[config.mk]
export PLATFORM = sky130hd
export DESIGN_NAME = host_rdback
export DESIGN_NICKNAME = d
export VERILOG_FILES = /design/src/rtl/host_rdback.sv
export SDC_FILE = /design/constraint.sdc
export NUM_CORES = 1
export LEC_CHECK = 0
export BUFFER_PORTS_ARGS = -buffer_cell sky130_fd_sc_hd__buf_2
export CAP_MARGIN = 30
export CORE_MARGIN = 3
export CORE_UTILIZATION = 49
export DETAILED_ROUTE_END_ITERATION = 16
export GPL_ROUTABILITY_DRIVEN = 0
export PLACE_DENSITY = 0.83
export REMOVE_ABC_BUFFERS = 1
export SLEW_MARGIN = 0
export SYNTH_ARGS = -nofsm -noshare
export SYNTH_HDL_FRONTEND = slang
export SYNTH_SLANG_ARGS = --single-unit
[constraint.sdc]
create_clock -name clk_i -period 1.9 [get_ports clk_i]
set_input_delay 0 -clock clk_i [delete_from_list [all_inputs] [get_ports clk_i]]
set_output_delay 0 -clock clk_i [all_outputs]
set_load 0.01 [all_outputs]
[src/rtl/host_rdback.sv]
// Purpose: host read-back; Wishbone-reads LEN words from ADDR upward, streams each word LSB byte first.
// Latency: start->first stb 1 cycle, ack->first tx_valid 1 cycle, last byte accept->done 1 cycle.
// Backpressure: tx_valid_o/tx_data_o held stable until tx_ready_i; no bus cycle while a word drains.
//
// Ports:
//   clk_i, rst_ni                    clock, async active-low reset
//   start_i, addr_i, len_i           burst request (sampled only in IDLE)
//   busy_o, done_o, err_o            burst status; done_o/err_o are 1-cycle pulses
//   wb_*                             classic single-read Wishbone master
//   tx_data_o, tx_valid_o, tx_ready_i  byte stream to the host link
module host_rdback #(
  parameter int LEN_W   = 16,
  parameter int TIMEOUT = 255
) (
  input  logic             clk_i,
  input  logic             rst_ni,
  input  logic             start_i,
  input  logic [31:0]      addr_i,
  input  logic [LEN_W-1:0] len_i,
  output logic             busy_o,
  output logic             done_o,
  output logic             err_o,
  output logic [31:0]      wb_adr_o,
  output logic             wb_cyc_o,
  output logic             wb_stb_o,
  output logic             wb_we_o,
  output logic [3:0]       wb_sel_o,
  output logic [2:0]       wb_cti_o,
  output logic [1:0]       wb_bte_o,
  input  logic [31:0]      wb_dat_i,
  input  logic             wb_ack_i,
  input  logic             wb_err_i,
  output logic [7:0]       tx_data_o,
  output logic             tx_valid_o,
  input  logic             tx_ready_i
);

  localparam int TW = (TIMEOUT > 1) ? $clog2(TIMEOUT + 1) : 1;

  typedef enum logic [1:0] {IDLE, RD, SEND, DONE} state_t;

  state_t           state, state_nxt;
  logic [31:0]      adr;
  logic [LEN_W-1:0] words;
  logic [31:0]      word;
  logic [1:0]       idx;
  logic [TW-1:0]    tcnt;
  logic             abort;
  logic             timed_out;

  // tcnt counts completed no-response cycles, so the strobe stays up for
  // exactly TIMEOUT cycles before giving up. TIMEOUT==0 never times out.
  assign timed_out = (TIMEOUT != 0) && (tcnt == TW'(TIMEOUT - 1));

  assign wb_we_o  = 1'b0;
  assign wb_cti_o = 3'b000;
  assign wb_bte_o = 2'b00;

  always_ff @(posedge clk_i or negedge rst_ni) begin
    if (!rst_ni) state <= IDLE;
    else         state <= state_nxt;
  end

  // Outputs decode from state only, so an async reset clears them at once.
  always_comb begin
    state_nxt  = state;
    busy_o     = 1'b0;
    done_o     = 1'b0;
    err_o      = 1'b0;
    wb_adr_o   = 32'h0;
    wb_cyc_o   = 1'b0;
    wb_stb_o   = 1'b0;
    wb_sel_o   = 4'h0;
    tx_data_o  = 8'h0;
    tx_valid_o = 1'b0;
    case (state)
      IDLE: begin
        if (start_i) state_nxt = (len_i == '0) ? DONE : RD;
      end
      RD: begin
        busy_o   = 1'b1;
        wb_adr_o = adr;
        wb_cyc_o = 1'b1;
        wb_stb_o = 1'b1;
        wb_sel_o = 4'hF;
        // error wins over ack; ack wins over a coincident timeout
        if (wb_err_i)      state_nxt = DONE;
        else if (wb_ack_i) state_nxt = SEND;
        else if (timed_out) state_nxt = DONE;
      end
      SEND: begin
        busy_o     = 1'b1;
        tx_valid_o = 1'b1;
        tx_data_o  = word[{idx, 3'b000} +: 8];
        if (tx_ready_i && idx == 2'd3)
          state_nxt = (words <= LEN_W'(1)) ? DONE : RD;
      end
      DONE: begin
        done_o    = 1'b1;
        err_o     = abort;
        state_nxt = IDLE;
      end
      default: state_nxt = IDLE;
    endcase
  end

  always_ff @(posedge clk_i or negedge rst_ni) begin
    if (!rst_ni) begin
      adr   <= 32'h0;
      words <= '0;
      word  <= 32'h0;
      idx   <= 2'd0;
      tcnt  <= '0;
      abort <= 1'b0;
    end else begin
      case (state)
        IDLE: begin
          if (start_i) begin
            adr   <= {addr_i[31:2], 2'b00};
            words <= len_i;
            idx   <= 2'd0;
            tcnt  <= '0;
            abort <= 1'b0;
          end
        end
        RD: begin
          if (wb_err_i) begin
            abort <= 1'b1;
          end else if (wb_ack_i) begin
            word <= wb_dat_i;
            idx  <= 2'd0;
            tcnt <= '0;
          end else if (timed_out) begin
            abort <= 1'b1;
          end else begin
            tcnt <= tcnt + TW'(1);
          end
        end
        SEND: begin
          if (tx_ready_i) begin
            idx <= idx + 2'd1;
            if (idx == 2'd3) begin
              adr <= adr + 32'd4;
              if (words != '0) words <= words - LEN_W'(1);
            end
          end
        end
        default: ;
      endcase
    end
  end

endmodule

== Word level (Yosys, flattened, before mapping) ==
Cells that the tools add are included.

* Output and inout port bits: 56
* Register bits: 93
* Input bits: 86
* Word-level logic and storage cells: 85

* Shift-type cells: 1
* Multiplexer cells: 40
* Bitwise gates (word level): 1
* Reduce and logical (&&, ||, !) cells: 15
* Equal/unequal tests: 16
* Order comparisons: 1
* Add/subtract/negate cells: 4

{| class="wikitable"
|+ Operators by type and width
! cell !! number
|-
| $mux W32 || 4
|-
| $mux W16 || 4
|-
| $pmux W32 S2 || 1
|-
| $mux W8 || 5
|-
| $add A32 B3 Y32 const B || 1
|-
| $pmux W16 S2 || 1
|-
| $shiftx A32 B6 Y8 || 1
|-
| $mux W2 || 11
|-
| $le A16 B1 Y1 const B || 1
|-
| $logic_not A16 Y1 || 1
|-
| $pmux W8 S2 || 1
|-
| $reduce_bool A16 Y1 || 1
|-
| $sub A16 B1 Y16 const B || 1
|-
| $ne A2 B2 Y1 const B || 7
|-
| $reduce_and A4 Y1 || 3
|-
| $reduce_and A5 Y1 || 2
|-
| $mux W1 || 9
|-
| $ne A3 B3 Y1 const B || 3
|-
| $add A8 B1 Y8 const B || 1
|-
| $eq A8 B8 Y1 const B || 1
|-
| $pmux W2 S4 || 1
|-
| $eq A2 B2 Y1 const B || 3
|-
| $pmux W2 S3 || 1
|-
| $reduce_and A3 Y1 || 2
|-
| 11 further kinds || 12
|}

== Logic depth before layout (Yosys ltp) ==
* Depth in word-level cells: 5
* Depth in mapped cells: 11
* Depth with buffers taken out: 7

== Worst setup path before layout ==
Ideal clock, no wire load.

* Kind: register to register
* From: register state[0]
* To: register adr[18]
* Buffers on the path: 4
* Clock period less this slack: 2.108 ns
* Setup time: 0.126 ns
* Arrival: 1.982 ns
* Setup slack: -0.208 ns
* Stages on the path, launching flop included: 11
* Cell sequence: dfrtp_1 inv_1 ha_1 clkbuf_1 nand2b_1 buf_2 o211ai_1 clkbuf_1 buf_2 a21oi_1 o32a_1

* Cells in the longest elaborated chain, start to end: 3
* Elaborated cells between the ends (all ways): 8

{| class="wikitable"
|+ Ends and longest elaborated chain
! what !! line !! text
|-
| start, declared || 42 || <nowiki>state_t state, state_nxt;</nowiki>
|-
| start signal, assigned || 61 || <nowiki>else state <= state_nxt;</nowiki>
|-
| $eq A2 B2 Y1 / $logic_not A2 Y1 (equally long branches) || 116 || <nowiki>case (state)</nowiki>
|-
| $ne A2 B2 Y1 (no source line) / $reduce_bool A2 Y1 (equally long branches) || -- ||
|-
| $reduce_and A4 Y1 (no source line) || -- ||
|-
| end signal, assigned || 119 || <nowiki>adr <= {addr_i[31:2], 2'b00};</nowiki>
|-
| end signal, assigned || 143 || <nowiki>adr <= adr + 32'd4;</nowiki>
|-
| end, declared || 43 || <nowiki>logic [31:0] adr;</nowiki>
|}

Several ways; a longest one is shown, not always the timed one.
A chain may end at the register's enable or synchronous reset.

== Final worst setup path ==
* From: register state[1]
* To: register words[13]

* Cells in the longest elaborated chain, start to end: 3
* Elaborated cells between the ends (all ways): 9

{| class="wikitable"
|+ Ends and longest elaborated chain
! what !! line !! text
|-
| $eq A2 B2 Y1 / $logic_not A2 Y1 (equally long branches) || 116 ||
|-
| $ne A2 B2 Y1 (no source line) / $reduce_bool A2 Y1 (equally long branches) || -- ||
|-
| $reduce_and A5 Y1 (no source line) || -- ||
|-
| end signal, assigned || 120 || <nowiki>words <= len_i;</nowiki>
|-
| end signal, assigned || 144 || <nowiki>if (words != '0) words <= words - LEN_W'(1);</nowiki>
|-
| end, declared || 44 || <nowiki>logic [LEN_W-1:0] words;</nowiki>
|}

Several ways; a longest one is shown, not always the timed one.

==> flow_summary.yaml <==
route:
  drt-initial-drc-count: 842
  drt_wl_total_mm: 20.6
  vias: 6433
  drc: 0
  ant_nets: 0
  firstDrtPassIters: 8
  viasPerCell: 6.40
  wl_per_cell_um: 20.5
worst_setup_path:
  cpLargestDelayFamily: "buffers and inverters"
  setup.worst_path.start: "state[1]"
  rr_worst_depth: 9
  path_max_fanout: 7
  worstPathRequired_ps: 2140
  startpoint_type: "flip-flop"
  r2r_slack_ps: -170
  crit_top_cell: "buf_6"
  r2r-end: "words[13]"
  cp_num_buf_inv: 5
  crit_path_end_kind: "flip-flop"
  max_stage_delay_ps: 440
  slowest_stage: "dfrtp_1"
  reg2reg_from: "state[1]"
  path_cells: "inv_2 -> ha_4 -> buf_6 -> o211ai_1 -> buf_4 -> a21oi_4 -> buf_12 -> buf_6 -> a31o_4"
  critPathArrivalTime_ps: 2310
  path_class: "flip-flop to flip-flop"
floorplanning:
  io_pins: 142
  die_width_um: 113
  die_h_um: 113
  row_count: 38
  start_util: 0.509
  dieArea_um2: 12700
  coreArea_um2: 11000
logic_synthesis:
  yosysTopAreaCellShare: 0.408
  synthTopCellsByArea: "dfrtp_1 41%, mux2_2 6.5%, and2_1 4.7%"
  synth.avg_cell_area_um2: 9.20
  synthesis.area_um2: 5590
  yosys_warnings: 0
  yosysTopAreaCell: "dfrtp_1"
  synth_edf_count: 0
  synth_commonest_cells: "91 x dfrtp_1, 44 x a21oi_1, 42 x and2_1, 42 x nand2_1, 38 x o21ai_0"
  ys_types: 62
  netlist_instances: 607
  ys_seq_area_frac: 0.408
  ys.flop_type: "dfrtp_1"
  synth_most_common_cell: "dfrtp_1"
  async_flop_share: 1.00
  ys_ff_latch: 91
pwr:
  ir_drop_v: 0.00121
  p_int_w: 0.00806
  p_clk_frac: 0.129
  switchingPower_w: 0.00624
  powerDensity_nw_per_um2: 1720
  power.leakage_nw: 3.68
  pwr-share-comb: 0.607
  p_sw_frac: 0.436
  pwr-share-seq: 0.264
timing:
  fin_tns_setup_ps: -2060
  post-route-min-period_ps: 2070
  period_share: 1.09
  setup_viol: 26
  slew_viol_final: 0
  grt_setup_unrepaired: "yes"
  fmax_mhz: 482
  setup_ws_ps: -173
  tightest_slew_ps: 579
  skew_ps: 10.8
  finalHoldViolations: 0
  whs_ps: 8.97
  slew_headroom: 0.614
global_routing:
  gr-total-overflow: 0
  grt_pass1_vias: 6152
  grt_pass1_wl_mm: 30.6
  grt_use_total: 0.297
  grt_max_degree: 67
  antenna_found_initial: 0
clocking:
  clkSinkCount: 91
  clockBufferDepth: 2
  cts_root_buffer: "clkbuf_16"
  cts_buffers: 9
  htree_levels: 3
  cts_tree: "built"
  clock_latency_ps: 350
  clkTransAtPathRegs_ps: 70
layout:
  n_antenna_cell: 0
  drive_gt1_frac: 0.395
  regArea_um2: 2280
  final_nets: 956
  num-fill-cells: 627
  stdcell_count: 1005
  multiInputGateArea_um2: 3330
  synthToLayoutAreaGrowth_pct: 48.8
hold_path:
  hp-start: "len_i[13]"
  hold_path.class: "input port to flip-flop"
  whs_endpoint: "state[1]"
  holdPathStages: 4
placement:
  dp_cells: 898
  portBuffers: 131
  hpwl_mm: 11.6
flow_run:
  cap_violations: 0
outcome:
  status: "finished, violations left"
  violations: "setup timing"
==> worst max-delay path by stage <==
| stage | endpoint | slack [ps] | cells past startpoint |
|---|---|---|---|
| floorplan | words[9] | -2630 | 6 |
| global placement | words[9] | -120 | 7 |
| detailed placement | words[9] | -240 | 7 |
| CTS | words[7] | -30 | 8 |
| global route | adr[15] | -300 | 9 |
| finish | words[13] | -170 | 9 |
==> power by group through the flow <==
stage          Combinational, W  Clock (W)  Sequential, W
2_1_floorplan           0.00383          0        0.00357
3_3_place_gp            0.00624          0        0.00355
3_5_place_dp            0.00653          0        0.00364
4_1_cts                 0.00753    0.00180        0.00362
5_1_grt                 0.00923    0.00191        0.00387
6_report                0.00868    0.00184        0.00378
==> per-layer routing <==
layer / part of all wire / global-route usage / up-vias / wire [µm]
met3: 0.096 / 0.0636 / 133 / 1980
li1: - / - / 2730 / -
met5: 0 / 0 / - / 0
met2: 0.51 / 0.523 / 542 / 10400
met4: 0.050 / 0.126 / 0 / 1030
met1: 0.35 / 0.351 / 3028 / 7200
==> cell usage in the layout, fill, tap and decap left out, drive strengths merged, types with 3 or more instances in the layout <==
master	count
buf	221
dfrtp	91
dlygate4sd3	69
a21oi	45
and2	42
nand2	42
o21ai	39
nor2	34
mux2	32
nand3	31
nand4	18
inv	16
o22ai	15
nor3	14
and3	12
nor4	12
clkbuf	11
ha	10
or3	9
mux4	8
conb	8
o211ai	7
a2bb2oi	6
or4	5
mux2i	5
nor2b	5
nand2b	5
o31ai	4
and4	4
o41ai	4
o32ai	3
nand4b	3
or2	3
a211oi	3
a22oi	3
==> flip-flops by register name, summed over array words and instances (netlist names) <==
register / count
idx: 2
adr: 30
tcnt: 8
abort: 1
state: 2
words: 16
word: 32
==> cells by family after synthesis <==
kind of cell | after synthesis | share of synthesized area
AND/OR/NAND/NOR | 244 | 0.240
AO/OA/AOI/OAI | 148 | 0.165
flip-flops | 91 | 0.408
buffers and inverters | 68 | 0.0585
multiplexers | 45 | 0.106
adder cells (fa/ha/maj) | 10 | 0.0224
other | 1 | 0.000671
==> layout make-up <==
class                   count  area share
well taps                 140      0.0211
clock buffers              10      0.0288
repair buffers            291       0.263
multi-input cells         455       0.401
inverters                  12     0.00542
flip-flops and latches     91       0.274
clock inverters             6     0.00647
==> worst min-delay path: cells and delay by family <==
kind | cells | cell delay (ps)
simple gates | 2 | 130
compound gates | 1 | 70
buf+inv | 1 | 110
==> stage by stage <==
stage / instance area (µm²) / power [W] / util / setup WS (ps)
floorplan: 5330 / 0.00740 / - / -2630
global placement: 6730 / 0.00978 / 0.613 / -120
detailed placement: 6730 / 0.0102 / 0.613 / -237
CTS: 8000 / 0.0129 / 0.729 / -33.9
global route: 8310 / 0.0150 / 0.757 / -298
finish: 8310 / 0.0143 / 0.757 / -173
==> repair_timing <==
item / 4_1_cts / 5_1_grt
setup buffers: 16 / 6
resized for setup: 35 / 62
endpoints found under the setup margin: 35 / 50
hold endpoints to repair: 109 / 0
pin swaps: 13 / 21
hold buffers: 69 / 0
gates cloned: 2 / 1
No activity file was read; power rests on OpenSTA's default activity.
